==> src/rtl/serial_a_paralelo_idle_rx_if.sv <==
// serial_a_paralelo_idle_rx_if: serial lane input plus the parallel byte outputs of the receiver
interface serial_a_paralelo_idle_rx_if;
  logic       in;
  logic [7:0] out;
  logic       valid_out;
  logic       active;
  logic       idle_k;
  logic       k7c;
  modport master (output in, input out, valid_out, active, idle_k, k7c);
  modport slave (input in, output out, valid_out, active, idle_k, k7c);
endinterface

==> src/rtl/serial_a_paralelo_idle_rx.sv <==
// serial_a_paralelo_idle_rx: MSB-first deserializer that locks on BC_COUNT aligned 8'hBC commas
module serial_a_paralelo_idle_rx #(
  parameter int BC_COUNT = 4
) (
  input logic                        clk32f,
  input logic                        reset,
  serial_a_paralelo_idle_rx_if.slave lane
);
  typedef enum logic [1:0] {HUNT, COUNT, LOCKED} state_e;
  state_e     state_q, state_d;
  logic [7:0] shreg_q, shreg_d, out_q, out_d;
  logic [2:0] bitcnt_q, bitcnt_d;
  logic [3:0] bccnt_q, bccnt_d;
  logic       valid_q, valid_d, active_q, active_d, idle_q, idle_d, k7c_q, k7c_d;
  logic [7:0] window;
  logic       is_bc, boundary;
  assign window   = {shreg_q[6:0], lane.in};
  assign is_bc    = window == 8'hBC;
  assign boundary = bitcnt_q == 3'd7;
  always_ff @(posedge clk32f) begin
    if (!reset) begin
      state_q  <= HUNT;
      shreg_q  <= '0;
      bitcnt_q <= '0;
      bccnt_q  <= '0;
      out_q    <= '0;
      valid_q  <= 1'b0;
      active_q <= 1'b0;
      idle_q   <= 1'b0;
      k7c_q    <= 1'b0;
    end else begin
      state_q  <= state_d;
      shreg_q  <= shreg_d;
      bitcnt_q <= bitcnt_d;
      bccnt_q  <= bccnt_d;
      out_q    <= out_d;
      valid_q  <= valid_d;
      active_q <= active_d;
      idle_q   <= idle_d;
      k7c_q    <= k7c_d;
    end
  end
  always_comb begin
    state_d  = state_q;
    shreg_d  = window;
    bitcnt_d = bitcnt_q + 3'd1;
    bccnt_d  = bccnt_q;
    out_d    = out_q;
    valid_d  = 1'b0;
    active_d = active_q;
    idle_d   = idle_q;
    k7c_d    = k7c_q;
    case (state_q)
      HUNT: begin
        bitcnt_d = is_bc ? 3'd0 : bitcnt_q;
        bccnt_d  = is_bc ? 4'd1 : bccnt_q;
        state_d  = !is_bc ? HUNT : (BC_COUNT == 1) ? LOCKED : COUNT;
        active_d = is_bc && (BC_COUNT == 1);
      end
      COUNT: begin
        // Lock and first byte never coincide: the locking boundary emits nothing.
        if (boundary) begin
          bccnt_d  = is_bc ? bccnt_q + 4'd1 : 4'd0;
          state_d  = !is_bc ? HUNT : (bccnt_q + 4'd1 == 4'(BC_COUNT)) ? LOCKED : COUNT;
          active_d = is_bc && (bccnt_q + 4'd1 == 4'(BC_COUNT));
        end
      end
      LOCKED: begin
        if (boundary) begin
          out_d   = window;
          valid_d = 1'b1;
          idle_d  = is_bc;
          k7c_d   = window == 8'h7C;
        end
      end
      default: state_d = HUNT;
    endcase
  end
  assign lane.out       = out_q;
  assign lane.valid_out = valid_q;
  assign lane.active    = active_q;
  assign lane.idle_k    = idle_q;
  assign lane.k7c       = k7c_q;
endmodule

==> src/flat_wrapper.sv <==
// flat-port wrapper written by rule: the top's interface ports become plain ports
module serial_a_paralelo_idle_rx_flat 
#(
  parameter int BC_COUNT = 4
)
  (clk32f, reset, lane_in, lane_out, lane_valid_out, lane_active, lane_idle_k, lane_k7c);
  serial_a_paralelo_idle_rx_if lane_i ();
  input logic clk32f;
  input logic reset;
  input wire logic [$bits(lane_i.in)-1:0] lane_in;
  output wire logic [$bits(lane_i.out)-1:0] lane_out;
  output wire logic [$bits(lane_i.valid_out)-1:0] lane_valid_out;
  output wire logic [$bits(lane_i.active)-1:0] lane_active;
  output wire logic [$bits(lane_i.idle_k)-1:0] lane_idle_k;
  output wire logic [$bits(lane_i.k7c)-1:0] lane_k7c;
  assign lane_i.in = lane_in;
  assign lane_out = lane_i.out;
  assign lane_valid_out = lane_i.valid_out;
  assign lane_active = lane_i.active;
  assign lane_idle_k = lane_i.idle_k;
  assign lane_k7c = lane_i.k7c;
  serial_a_paralelo_idle_rx #(.BC_COUNT(BC_COUNT)) u_core (.clk32f(clk32f), .reset(reset), .lane(lane_i));
endmodule
==> config.mk <==
export PLATFORM = sky130hd
export DESIGN_NAME = serial_a_paralelo_idle_rx_flat
export DESIGN_NICKNAME = d
export VERILOG_FILES = /design/src/rtl/serial_a_paralelo_idle_rx_if.sv /design/src/rtl/serial_a_paralelo_idle_rx.sv /design/src/flat_wrapper.sv
export SDC_FILE = /design/constraint.sdc
export NUM_CORES = 1
export LEC_CHECK = 0
export CAP_MARGIN = 40
export CORE_MARGIN = 2
export CORE_UTILIZATION = 35
export DETAILED_ROUTE_END_ITERATION = 10
export DONT_BUFFER_PORTS = 1
export PLACE_DENSITY = 0.52
export SETUP_SLACK_MARGIN = 0.5
export SYNTH_ARGS = -nofsm -noshare
export SYNTH_HDL_FRONTEND = slang
export SYNTH_SLANG_ARGS = --single-unit
export TNS_END_PERCENT = 5
==> constraint.sdc <==
create_clock -name clk32f -period 1.55 [get_ports clk32f]
set_clock_uncertainty 0.1 [all_clocks]
set_input_delay 0.3875 -clock clk32f [delete_from_list [all_inputs] [get_ports clk32f]]
set_output_delay 0.3875 -clock clk32f [all_outputs]
set_load 0.02 [all_outputs]
After elaboration in Yosys (flattened, before gate mapping)
Index checks and enable logic that the tools add are counted.

storage, ports and cells
  register bits = 28
  input bits = 3
  output and inout port bits = 12
  logic and storage cells = 42

operators by class
  $add $sub $neg = 2
  eq/ne operators = 8
  multiplexer cells = 14
  bitwise logic cells = 1
  reduce and logical (&&, ||, !) cells = 8

operator list
  operator                                                                 count
  4-bit 2-to-1 mux                                                         3
  8-bit by 7-bit equality test with 1-bit output, second input constant    1
  8-bit equality test, second input constant                               1
  4-bit one-hot mux with 2 select lines                                    1
  2-bit AND reduction                                                      4
  2-bit 2-to-1 mux                                                         3
  3-bit 2-to-1 mux                                                         2
  2-bit one-hot mux with 3 select lines                                    1
  4-bit by 1-bit adder with 4-bit output, second input constant            1
  4-bit by 3-bit equality test with 1-bit output, second input constant    1
  2-bit by 1-bit inequality test with 1-bit output, second input constant  2
  3-bit by 1-bit adder with 3-bit output, second input constant            1
  3-bit equality test, second input constant                               1
  1-bit 2-to-1 mux                                                         3
  3-bit AND reduction                                                      1
  2-bit by 1-bit equality test with 1-bit output, second input constant    1
  2-bit equality test, second input constant                               1
  2-bit zero test                                                          1
  1-bit one-hot mux with 2 select lines                                    1
  2-bit nonzero test                                                       1
  1-bit logical AND                                                        1
  1-bit NOT                                                                1

Logic depth before layout (Yosys ltp)
Gate-level depths: netlist of run 1.

  word-level depth = 6
  depth in mapped cells = 6
  depth with buffers taken out = 6

Worst setup path after synthesis of run 1
No wires, ideal clock.

  path kind = register to register
  from = reg u_core.bitcnt_q[0]
  to = reg u_core.out_q[0], in the netlist u_core.lane.out[0]
  library setup time = 0.128 ns
  arrival time = 1.334 ns
  required time = 1.322 ns
  path slack = -0.012 ns
  cell stages (with the launch flop) = 7
  buffers on the path = 1
  clock period less this slack = 1.562 ns
  cell sequence = dfxtp_1 ha_1 ha_1 nand3b_1 buf_2 mux2i_1 nor2_1

on the way
  word-level cells in the longest chain between the ends = 2

ends and longest elaborated chain
  what                           line                             RTL
  start, declared                serial_a_paralelo_idle_rx.sv:12  logic [2:0] bitcnt_q, bitcnt_d;
  start signal, assigned         serial_a_paralelo_idle_rx.sv:34  bitcnt_q <= bitcnt_d;
  3-bit equality test            serial_a_paralelo_idle_rx.sv:19  assign boundary = bitcnt_q == 3'd7;
  named net u_core.boundary      serial_a_paralelo_idle_rx.sv:16  logic is_bc, boundary;
  2-bit AND reduction (no line)  n/a
  end signal, assigned           serial_a_paralelo_idle_rx.sv:36  out_q <= out_d;
  end, declared                  serial_a_paralelo_idle_rx.sv:11  logic [7:0] shreg_q, shreg_d, out_q, out_d;

The timed path passes the listed nets, and every way through them passes these cells.
A chain may end at the register's enable or synchronous reset.

Worst setup path after layout of run 1
  from = reg u_core.bitcnt_q[1]
  to = reg u_core.active_q, in the netlist u_core.lane.active

on the way
  word-level cells in the longest chain between the ends = 3

ends and longest elaborated chain
  what                                                        line                             RTL
  3-bit equality test                                         serial_a_paralelo_idle_rx.sv:19
  named net u_core.boundary                                   serial_a_paralelo_idle_rx.sv:16
  2-bit by 1-bit inequality test with 1-bit output (no line)  n/a
  2-bit AND reduction (no line)                               n/a
  end signal, assigned                                        serial_a_paralelo_idle_rx.sv:38  active_q <= active_d;
  end, declared                                               serial_a_paralelo_idle_rx.sv:14  logic valid_q, valid_d, active_q, active_d, idle_q, idle_d, k7c_q, k7c_d;

The timed path passes the listed nets, and every way through them passes these cells.

==> flow_summary.json, run 1 <==
{
  "firstDrtPassIters": 4,
  "grt_usage_pct": 12.6,
  "synthXorXnorAreaFrac_pct": 0,
  "ys.flop_type": "dfxtp_1",
  "clock-sinks": 28,
  "tightest_slew_ns": 0.309,
  "htree_num_levels": 1,
  "hold_class": "in2reg",
  "multi_input_area_um2": 568,
  "yosysTopAreaCell": "dfxtp_1",
  "hold_violations": 0,
  "vias_per_cell": 4.86,
  "rsz0062_at_grt": "yes",
  "clk_pin_slew_worst_paths_ns": 0.15,
  "grt_start_max_net_pins": 17,
  "synth_compound_gate_area_share_pct": 10.2,
  "critical_path_arrival_ns": 1.66,
  "critPathMaxFanout": 4,
  "dp_hpwl_um": 1540,
  "post-route-period-util_pct": 96.2,
  "max_freq_mhz": 670,
  "synth_top_family_by_area": "simple AND/OR/NAND/NOR gates",
  "yosys.area_share.adder_pct": 3.38,
  "power.density_mw_per_mm2": 909,
  "regArea_um2": 573,
  "fill_cells": 303,
  "peakVddDrop_mv": 0.435,
  "initial_core_util_pct": 36.7,
  "first_iter_violations": 10,
  "wl_per_cell_um": 12.5,
  "dp.cells": 162,
  "grt.overflow.total": 0,
  "yosys_warnings": 0,
  "synth_cell_types": 34,
  "yosys-top-cells-area": "dfxtp_1 (50%), mux2i_1 (8.1%), nor2_1 (5.4%), a21oi_1 (4.5%), and2_1 (3.4%)",
  "cts_buffer_depth": 2,
  "n_antenna_cell": 0,
  "p_leak_uw": 0.000563,
  "portBuffers": 0,
  "clk_latency_ns": 0.32,
  "syn_avg_cell_area_um2": 9.75,
  "num_rows": 20,
  "cts_tree": "built",
  "setup_violations": 0,
  "crit_path_start_kind": "register",
  "worstPathRequired_ns": 1.72,
  "antenna_found_initial": 0,
  "ys_ff_latch": 28,
  "synth_edf_count": 0,
  "synth_top_area_share_pct": 50.5,
  "path_class": "reg2reg",
  "final_nets": 133,
  "synth_most_common_cell": "dfxtp_1",
  "slew_headroom_pct": 79.4,
  "antenna_left": 0,
  "maxSlewViolCount": 0,
  "drc": 0,
  "die-area_mm2": 0.00364,
  "die_x_um": 60.3,
  "syn2layout_area_growth_pct": 20.8,
  "io-pin-count": 15,
  "routabilityCongestion": 0.748,
  "seq_area_frac_synth_pct": 50.5,
  "cts_inserted_buffers": 3,
  "netlist_instances": 114,
  "synthSimpleGateAreaFrac_pct": 25.7,
  "status": "finished clean",
  "grt_pass1_vias": 738,
  "synthMuxAreaShare_pct": 8.11,
  "die_h_um": 60.3,
  "synthesis.nets": 120,
  "finish.utilization_pct": 44.3,
  "routed_wl_um": 2130,
  "core_area_mm2": 0.00303,
  "synthTopCellsByCount": "dfxtp_1 (28), nor2_1 (16), a21oi_1 (10)",
  "async_reset_ff_share_pct": 0,
  "clockRootBuffer": "clkbuf_4",
  "grt_pass1_wl_um": 3360,
  "drv_cap": 0,
  "finalNonFillerCells": 170,
  "cts_hold_buf": 0,
  "synth_area_mm2": 0.00111,
  "endpoint_kind": "register",
  "final_layout_size_suffix_gt1_share_pct": 29.4,
  "total_power_uw": 1220,
  "vias": 826,
  "min_period_ns": 1.49
}
-- layout make-up --
class	count	share of cell area, %
Multi-Input combinational cell	81	42.3
Tap cell	44	4.10
Sequential cell	28	42.7
Timing Repair Buffer	12	6.71
Clock inverter	1	2.24
Inverter	1	0.280
Clock buffer	3	1.68
-- per-stage QoR --
stage | hold WS (ns) | setup WS (ns) | cell area, µm² | setup TNS, ns
floorplan | 0.352 | 0.0543 | 1120 | 0
global placement | 0.368 | 0.0195 | 1210 | 0
detailed placement | 0.374 | -0.0371 | 1210 | -0.108
CTS | 0.0514 | 0.0377 | 1330 | 0
global route | 0.0409 | 0.000829 | 1340 | 0
finish | 0.0682 | 0.0582 | 1340 | 0
-- cells by family after synthesis --
family / count (synthesis)
AND/OR/NAND/NOR: 50
flip-flops: 28
AO/OA/AOI/OAI: 19
multiplexers: 9
buffers and inverters: 5
adder cells (fa/ha/maj): 3
-- what timing repair did --
| action | CTS | global route |
|---|---|---|
| setup endpoints to repair | 33 | 33 |
| resized for setup | 13 | 5 |
| setup buffers | 4 | 0 |
| pin swaps | 3 | 1 |
-- path summary, 6_finish.rpt --
path / start / end / slack (ns) / cells after the start
setup / recovery: u_core.bitcnt_q[1] / u_core.lane.active / 0.06 / 5
hold / removal: lane_in / u_core.shreg_q[0] / 0.07 / 1
setup reg to reg: u_core.bitcnt_q[1] / u_core.lane.active / 0.06 / 5
hold reg to reg: u_core.bitcnt_q[0] / u_core.bitcnt_q[0] / 0.40 / 2
-- report_power, final --
part | leakage (µW) | switching [µW] | total, µW | internal, µW
Sequential | 0.000231 | 3.96 | 729 | 725
Combinational | 0.000305 | 9.88 | 17.4 | 7.49
Clock | 0.0000279 | 213 | 474 | 261
Total | 0.000563 | 227 | 1220 | 994
-- worst max-delay path, cell delays in order, from the launching register on --
cell	delay (ns)
dfxtp_2	0.38
ha_4	0.14
ha_4	0.14
nor2b_2	0.05
or4_1	0.49
a21oi_1	0.13
-- registers in the layout, summed over array words and instances (netlist names), 2 cells and up --
name             count
u_core.bitcnt_q      3
u_core.shreg_q       7
u_core.lane.out      8
u_core.state_q       2
u_core.bccnt_q       4
-- cells in the final DEF, fill, tap and decap left out, types with 2 or more instances in the layout --
| master | instances |
|---|---|
| a21oi_1 | 9 |
| nor3b_1 | 2 |
| nand3_1 | 5 |
| dfxtp_1 | 18 |
| buf_4 | 12 |
| and2_1 | 6 |
| nand4b_1 | 2 |
| mux2i_1 | 9 |
| dfxtp_2 | 10 |
| clkbuf_4 | 3 |
| nor2_1 | 16 |
| ha_4 | 2 |
| o21ai_0 | 3 |
| nor3_1 | 2 |
| nand2_1 | 3 |
-- per-layer routing --
metal,wire length [µm],vias up,track usage [%]
li1,-,426,-
met1,1020,391,16.8
met2,1030,7,19.6
met3,63,2,2.35
met4,18,0,6.67
met5,0,-,0
(Power assumes the default switching activity.)
==> run 2: changes to the inputs <==
--- a/config.mk
+++ b/config.mk
@@ -12,3 +12,5 @@
 export DONT_BUFFER_PORTS = 1
+export GPL_TIMING_DRIVEN = 1
 export PLACE_DENSITY = 0.52
+export REMOVE_ABC_BUFFERS = 1
 export SETUP_SLACK_MARGIN = 0.5
==> constraint.sdc (replaced) <==
create_clock -name clk32f -period 1.55 [get_ports clk32f]
set_clock_uncertainty 0.1 [all_clocks]
set_input_delay 0.31 -clock clk32f [delete_from_list [all_inputs] [get_ports clk32f]]
set_output_delay 0.31 -clock clk32f [all_outputs]
set_load 0.02 [all_outputs]
==> flow_summary.json, run 2 (same netlist as run 1, synthesis figures left out) <==
{
  "status": "finished clean",
  "critPathMaxFanout": 3,
  "grt_start_max_net_pins": 17,
  "die_h_um": 60.3,
  "final_nets": 139,
  "power.density_mw_per_mm2": 865,
  "tightest_slew_ns": 0.300,
  "cts_tree": "built",
  "rsz0062_at_grt": "yes",
  "worstPathRequired_ns": 1.72,
  "antenna_left": 0,
  "drv_cap": 0,
  "grt_usage_pct": 14.9,
  "whs_ns": 0.0324,
  "clockRootBuffer": "clkbuf_4",
  "vias": 884,
  "largest_reg_flops": 8,
  "post-route-period-util_pct": 98.8,
  "wl_per_cell_um": 12.8,
  "num_rows": 20,
  "core_area_mm2": 0.00303,
  "r2r-start": "u_core.shreg_q[0]",
  "slew_headroom_pct": 80.0,
  "dp_hpwl_um": 1540,
  "die-area_mm2": 0.00364,
  "maxSlewViolCount": 0,
  "max_freq_mhz": 653,
  "portBuffers": 0,
  "p_leak_uw": 0.000600,
  "htree_num_levels": 1,
  "routabilityCongestion": 0.789,
  "final_layout_size_suffix_gt1_share_pct": 34.8,
  "cp-endpoint": "u_core.lane.active",
  "min-delay-start": "lane_in",
  "antenna_found_initial": 0,
  "hold_class": "in2reg",
  "peakVddDrop_mv": 0.536,
  "clock-sinks": 28,
  "clk_latency_ns": 0.33,
  "syn2layout_area_growth_pct": 28.0,
  "worstSetupStartpoint": "u_core.shreg_q[0]",
  "first_iter_violations": 13,
  "layout_common_cells": "dfxtp_1 (15), nor2_1 (14), buf_4 (13)",
  "setup_violations": 0,
  "final_common_cell": "dfxtp_1",
  "initial_core_util_pct": 36.7,
  "n_antenna_cell": 0,
  "grt.overflow.total": 0,
  "firstDrtPassIters": 4,
  "grt_pass1_vias": 834,
  "routed_wl_um": 2250,
  "crit_path_start_kind": "register",
  "endpoint_kind": "register",
  "vias_per_cell": 5.02,
  "die_x_um": 60.3,
  "dp.cells": 163,
  "total_power_uw": 1230,
  "drc": 0,
  "hold_violations": 0,
  "min_period_ns": 1.53,
  "critical_path_arrival_ns": 1.70,
  "finalNonFillerCells": 176,
  "clk_pin_slew_worst_paths_ns": 0.15,
  "crit-reg2reg-capture": "u_core.lane.active",
  "rr_worst_depth": 4,
  "cts_buffer_depth": 2,
  "grt_pass1_wl_um": 4020,
  "path_class": "reg2reg",
  "cts_inserted_buffers": 3,
  "io-pin-count": 15,
  "setup_tns_ns": 0,
  "r2r_setup_slack_ns": 0.02
}
==> run 2: cell count changes in the layout (fill, tap and decap cells not counted), moves of 2 or more <==
cell,before,now
buf_6,0,2
dfxtp_1,18,15
dfxtp_4,0,2
dlygate4sd3_1,0,3
nor2_1,16,14
nor2_2,0,2
==> run 2: final cells by class <==
| cell class | instances | area (µm²) |
|---|---|---|
| clock inverters | 1 | 30.0 |
| clock buffers | 3 | 22.5 |
| inverters | 1 | 3.75 |
| repair buffers | 18 | 150 |
| multi-input cells | 81 | 579 |
| fillers | 296 | 1610 |
| well taps | 44 | 55.1 |
| flip-flops and latches | 28 | 582 |
==> run 2: per-stage QoR <==
| step | cell area [µm²] | worst slack [ns] | util (%) |
|---|---|---|---|
| 5_1_grt | 1420 | -0.0363 | 47.0 |
| 6_report | 1420 | 0.0188 | 47.0 |
| 4_1_cts | 1370 | 0.00523 | 45.2 |
| 3_3_place_gp | 1210 | -0.0299 | 40.1 |
| 3_5_place_dp | 1210 | -0.0877 | 40.1 |
| 2_1_floorplan | 1090 | -0.219 | - |
==> run 2: layer usage <==
layer | global-route usage [%] | share of wire [%] | vias to the layer above
li1 | - | - | 441
met1 | 19.6 | 47 | 421
met2 | 23.3 | 46 | 20
met3 | 5.33 | 5.7 | 2
met4 | 3.81 | 0.84 | 0
met5 | 0 | 0 | -
==> run 2: how the worst min path moves through the flow <==
| stage | endpoint | slack [ns] | cells after the start |
|---|---|---|---|
| floorplan | u_core.shreg_q[0] | 0.33 | 1 |
| global placement | u_core.shreg_q[0] | 0.33 | 1 |
| detailed placement | u_core.shreg_q[0] | 0.33 | 1 |
| CTS | u_core.lane.out[0] | 0.02 | 2 |
| global route | u_core.lane.out[0] | 0.009 | 2 |
| finish | u_core.lane.out[0] | 0.03 | 2 |
==> run 2: critical path, stage by stage (launching register included) <==
cell,delay (ns)
dfxtp_2,0.36
and4bb_2,0.33
nand2_2,0.07
or4_4,0.50
a21oi_1,0.13
==> run 2: power by group <==
group          leakage [µW]  internal [µW]  switching, µW  total, µW
combinational      0.000339           14.4           14.3       28.7
clock             0.0000279            262            215        477
sequential         0.000233            721           3.55        725
total              0.000600            997            233       1230
==> run 2: timing repair <==
item	CTS	global route
hold endpoints to repair	7	0
gates cloned	0	0
setup endpoints to repair	33	33
pin swaps	3	5
buffers inserted	4	2
resized for setup	15	14
hold buffers	3	0
==> run 3: changes to the inputs <==
Settings changed: GPL_TIMING_DRIVEN 1 to 0.
==> flow_summary.json, run 3 (same netlist as run 1, synthesis figures left out) <==
{
  "min_period_ns": 1.56,
  "p_int_uw": 858,
  "critical_path_arrival_ns": 1.70,
  "tightest_slew_ns": 0.567,
  "critPathMaxFanout": 4,
  "final_common_cell": "nor2_1",
  "clockRootBuffer": "clkbuf_4",
  "clk_latency_ns": 0.33,
  "grt_pass1_vias": 842,
  "grt_start_max_net_pins": 19,
  "endpoint_kind": "register",
  "hold_class": "in2reg",
  "cts_buffer_depth": 2,
  "p_leak_uw": 0.000582,
  "die_h_um": 60.3,
  "max_freq_mhz": 640,
  "worstPathRequired_ns": 1.69,
  "cts_inserted_buffers": 3,
  "grt_pass1_wl_um": 3830,
  "drv_cap": 0,
  "comb_power_share_pct": 2.1,
  "switching_share_pct": 21.0,
  "clock-sinks": 28,
  "crit_path_start_kind": "register",
  "n_antenna_cell": 0,
  "routabilityCongestion": 0.734,
  "maxSlewViolCount": 0,
  "dp.cells": 154,
  "p_clk_share_pct": 32.6,
  "rsz0062_at_grt": "yes",
  "initial_core_util_pct": 36.7,
  "violations": "setup timing",
  "grt.overflow.total": 0,
  "io-pin-count": 15,
  "switching_power_uw": 228,
  "routed_wl_um": 2330,
  "worstSetupStartpoint": "u_core.bitcnt_q[1]",
  "htree_num_levels": 1,
  "hold_violations": 0,
  "status": "complete, but fails checks",
  "power.density_mw_per_mm2": 760,
  "num_rows": 20,
  "drc": 0,
  "first_iter_violations": 13,
  "layout_common_cells": "nor2_1 (12), dfxtp_2 (11), dfxtp_4 (11)",
  "post-route-period-util_pct": 101,
  "portBuffers": 0,
  "setup_violations": 1,
  "die-area_mm2": 0.00364,
  "pre_cts_ws_ns": -0.534,
  "dp_hpwl_um": 1440,
  "final_layout_size_suffix_gt1_share_pct": 45.6,
  "worst_slack_ns": -0.0123,
  "cts_tree": "built",
  "antenna_left": 0,
  "wl_per_cell_um": 13.8,
  "firstDrtPassIters": 3,
  "slew_headroom_pct": 62.0,
  "vias_per_cell": 4.98,
  "seqPwrFrac_pct": 65.3,
  "core_area_mm2": 0.00303,
  "die_x_um": 60.3,
  "r2r-start": "u_core.bitcnt_q[1]",
  "largest_reg_flops": 8,
  "clk_pin_slew_worst_paths_ns": 0.14,
  "grt_usage_pct": 14.3,
  "syn2layout_area_growth_pct": 28.6,
  "path_class": "reg2reg",
  "vias": 841,
  "finalNonFillerCells": 169,
  "peakVddDrop_mv": 0.311,
  "min-delay-start": "reset",
  "final_nets": 132,
  "total_power_uw": 1090,
  "antenna_found_initial": 0
}
-- run 3: layout make-up --
cell class,instances,area (µm²)
Inverter,1,3.75
Fill cell,300,1600
Tap cell,44,55.1
Multi-Input combinational cell,81,623
Timing Repair Buffer,11,95.1
Clock buffer,4,36.3
Sequential cell,28,616
-- run 3: path summary, 6_finish.rpt --
| kind | slack, ns | to | depth (start not counted) |
|---|---|---|---|
| hold / removal | 0.01 | u_core.shreg_q[0] | 1 |
| setup / recovery | -0.01 | u_core.bccnt_q[2] | 6 |
| hold reg to reg | 0.41 | u_core.shreg_q[3] | 1 |
| setup reg to reg | -0.01 | u_core.bccnt_q[2] | 6 |
-- run 3: power by group through the flow --
stage                     combinational [µW]  sequential, µW  clock, µW
final                                   22.5             709        354
after global routing                    24.9             710        396
after CTS                               22.0             709        372
after detailed placement                15.4             744          0
after global placement                  14.9             743          0
after floorplan                         11.3             742          0
-- run 3: critical path, stage by stage (launching register included) --
cell	delay, ns
dfxtp_2	0.36
ha_4	0.16
ha_4	0.17
and4b_2	0.26
nand3_4	0.12
nor3b_2	0.05
a211o_1	0.25
-- run 3: timing repair --
| action | 4_1_cts | 5_1_grt |
|---|---|---|
| gates resized for setup | 45 | 12 |
| hold buffers | 2 | 0 |
| pin swaps | 14 | 4 |
| setup endpoints to repair | 33 | 33 |
| endpoints found under the hold margin | 8 | 0 |
| setup buffers | 8 | 1 |
-- run 3: stage by stage --
stage          utilization, %  hold slack [ns]  setup TNS, ns  cell area [µm²]
6_report                 47.2           0.0139        -0.0123             1430
5_1_grt                  47.2          0.00262         -0.448             1430
4_1_cts                  45.7          0.00391      -0.000450             1380
3_5_place_dp             37.9            0.341          -4.14             1150
3_3_place_gp             37.9            0.333          -3.97             1150
2_1_floorplan               -            0.332         -0.910             1090
-- run 3: metal layers --
| metal | GRT usage (%) | vias to the layer above | share of wire, % |
|---|---|---|---|
| met1 | 17.0 | 392 | 46 |
| met2 | 22.7 | 16 | 45 |
| li1 | - | 427 | - |
| met3 | 4.05 | 6 | 5.5 |
| met5 | 0 | - | 0 |
| met4 | 9.52 | 0 | 3.3 |
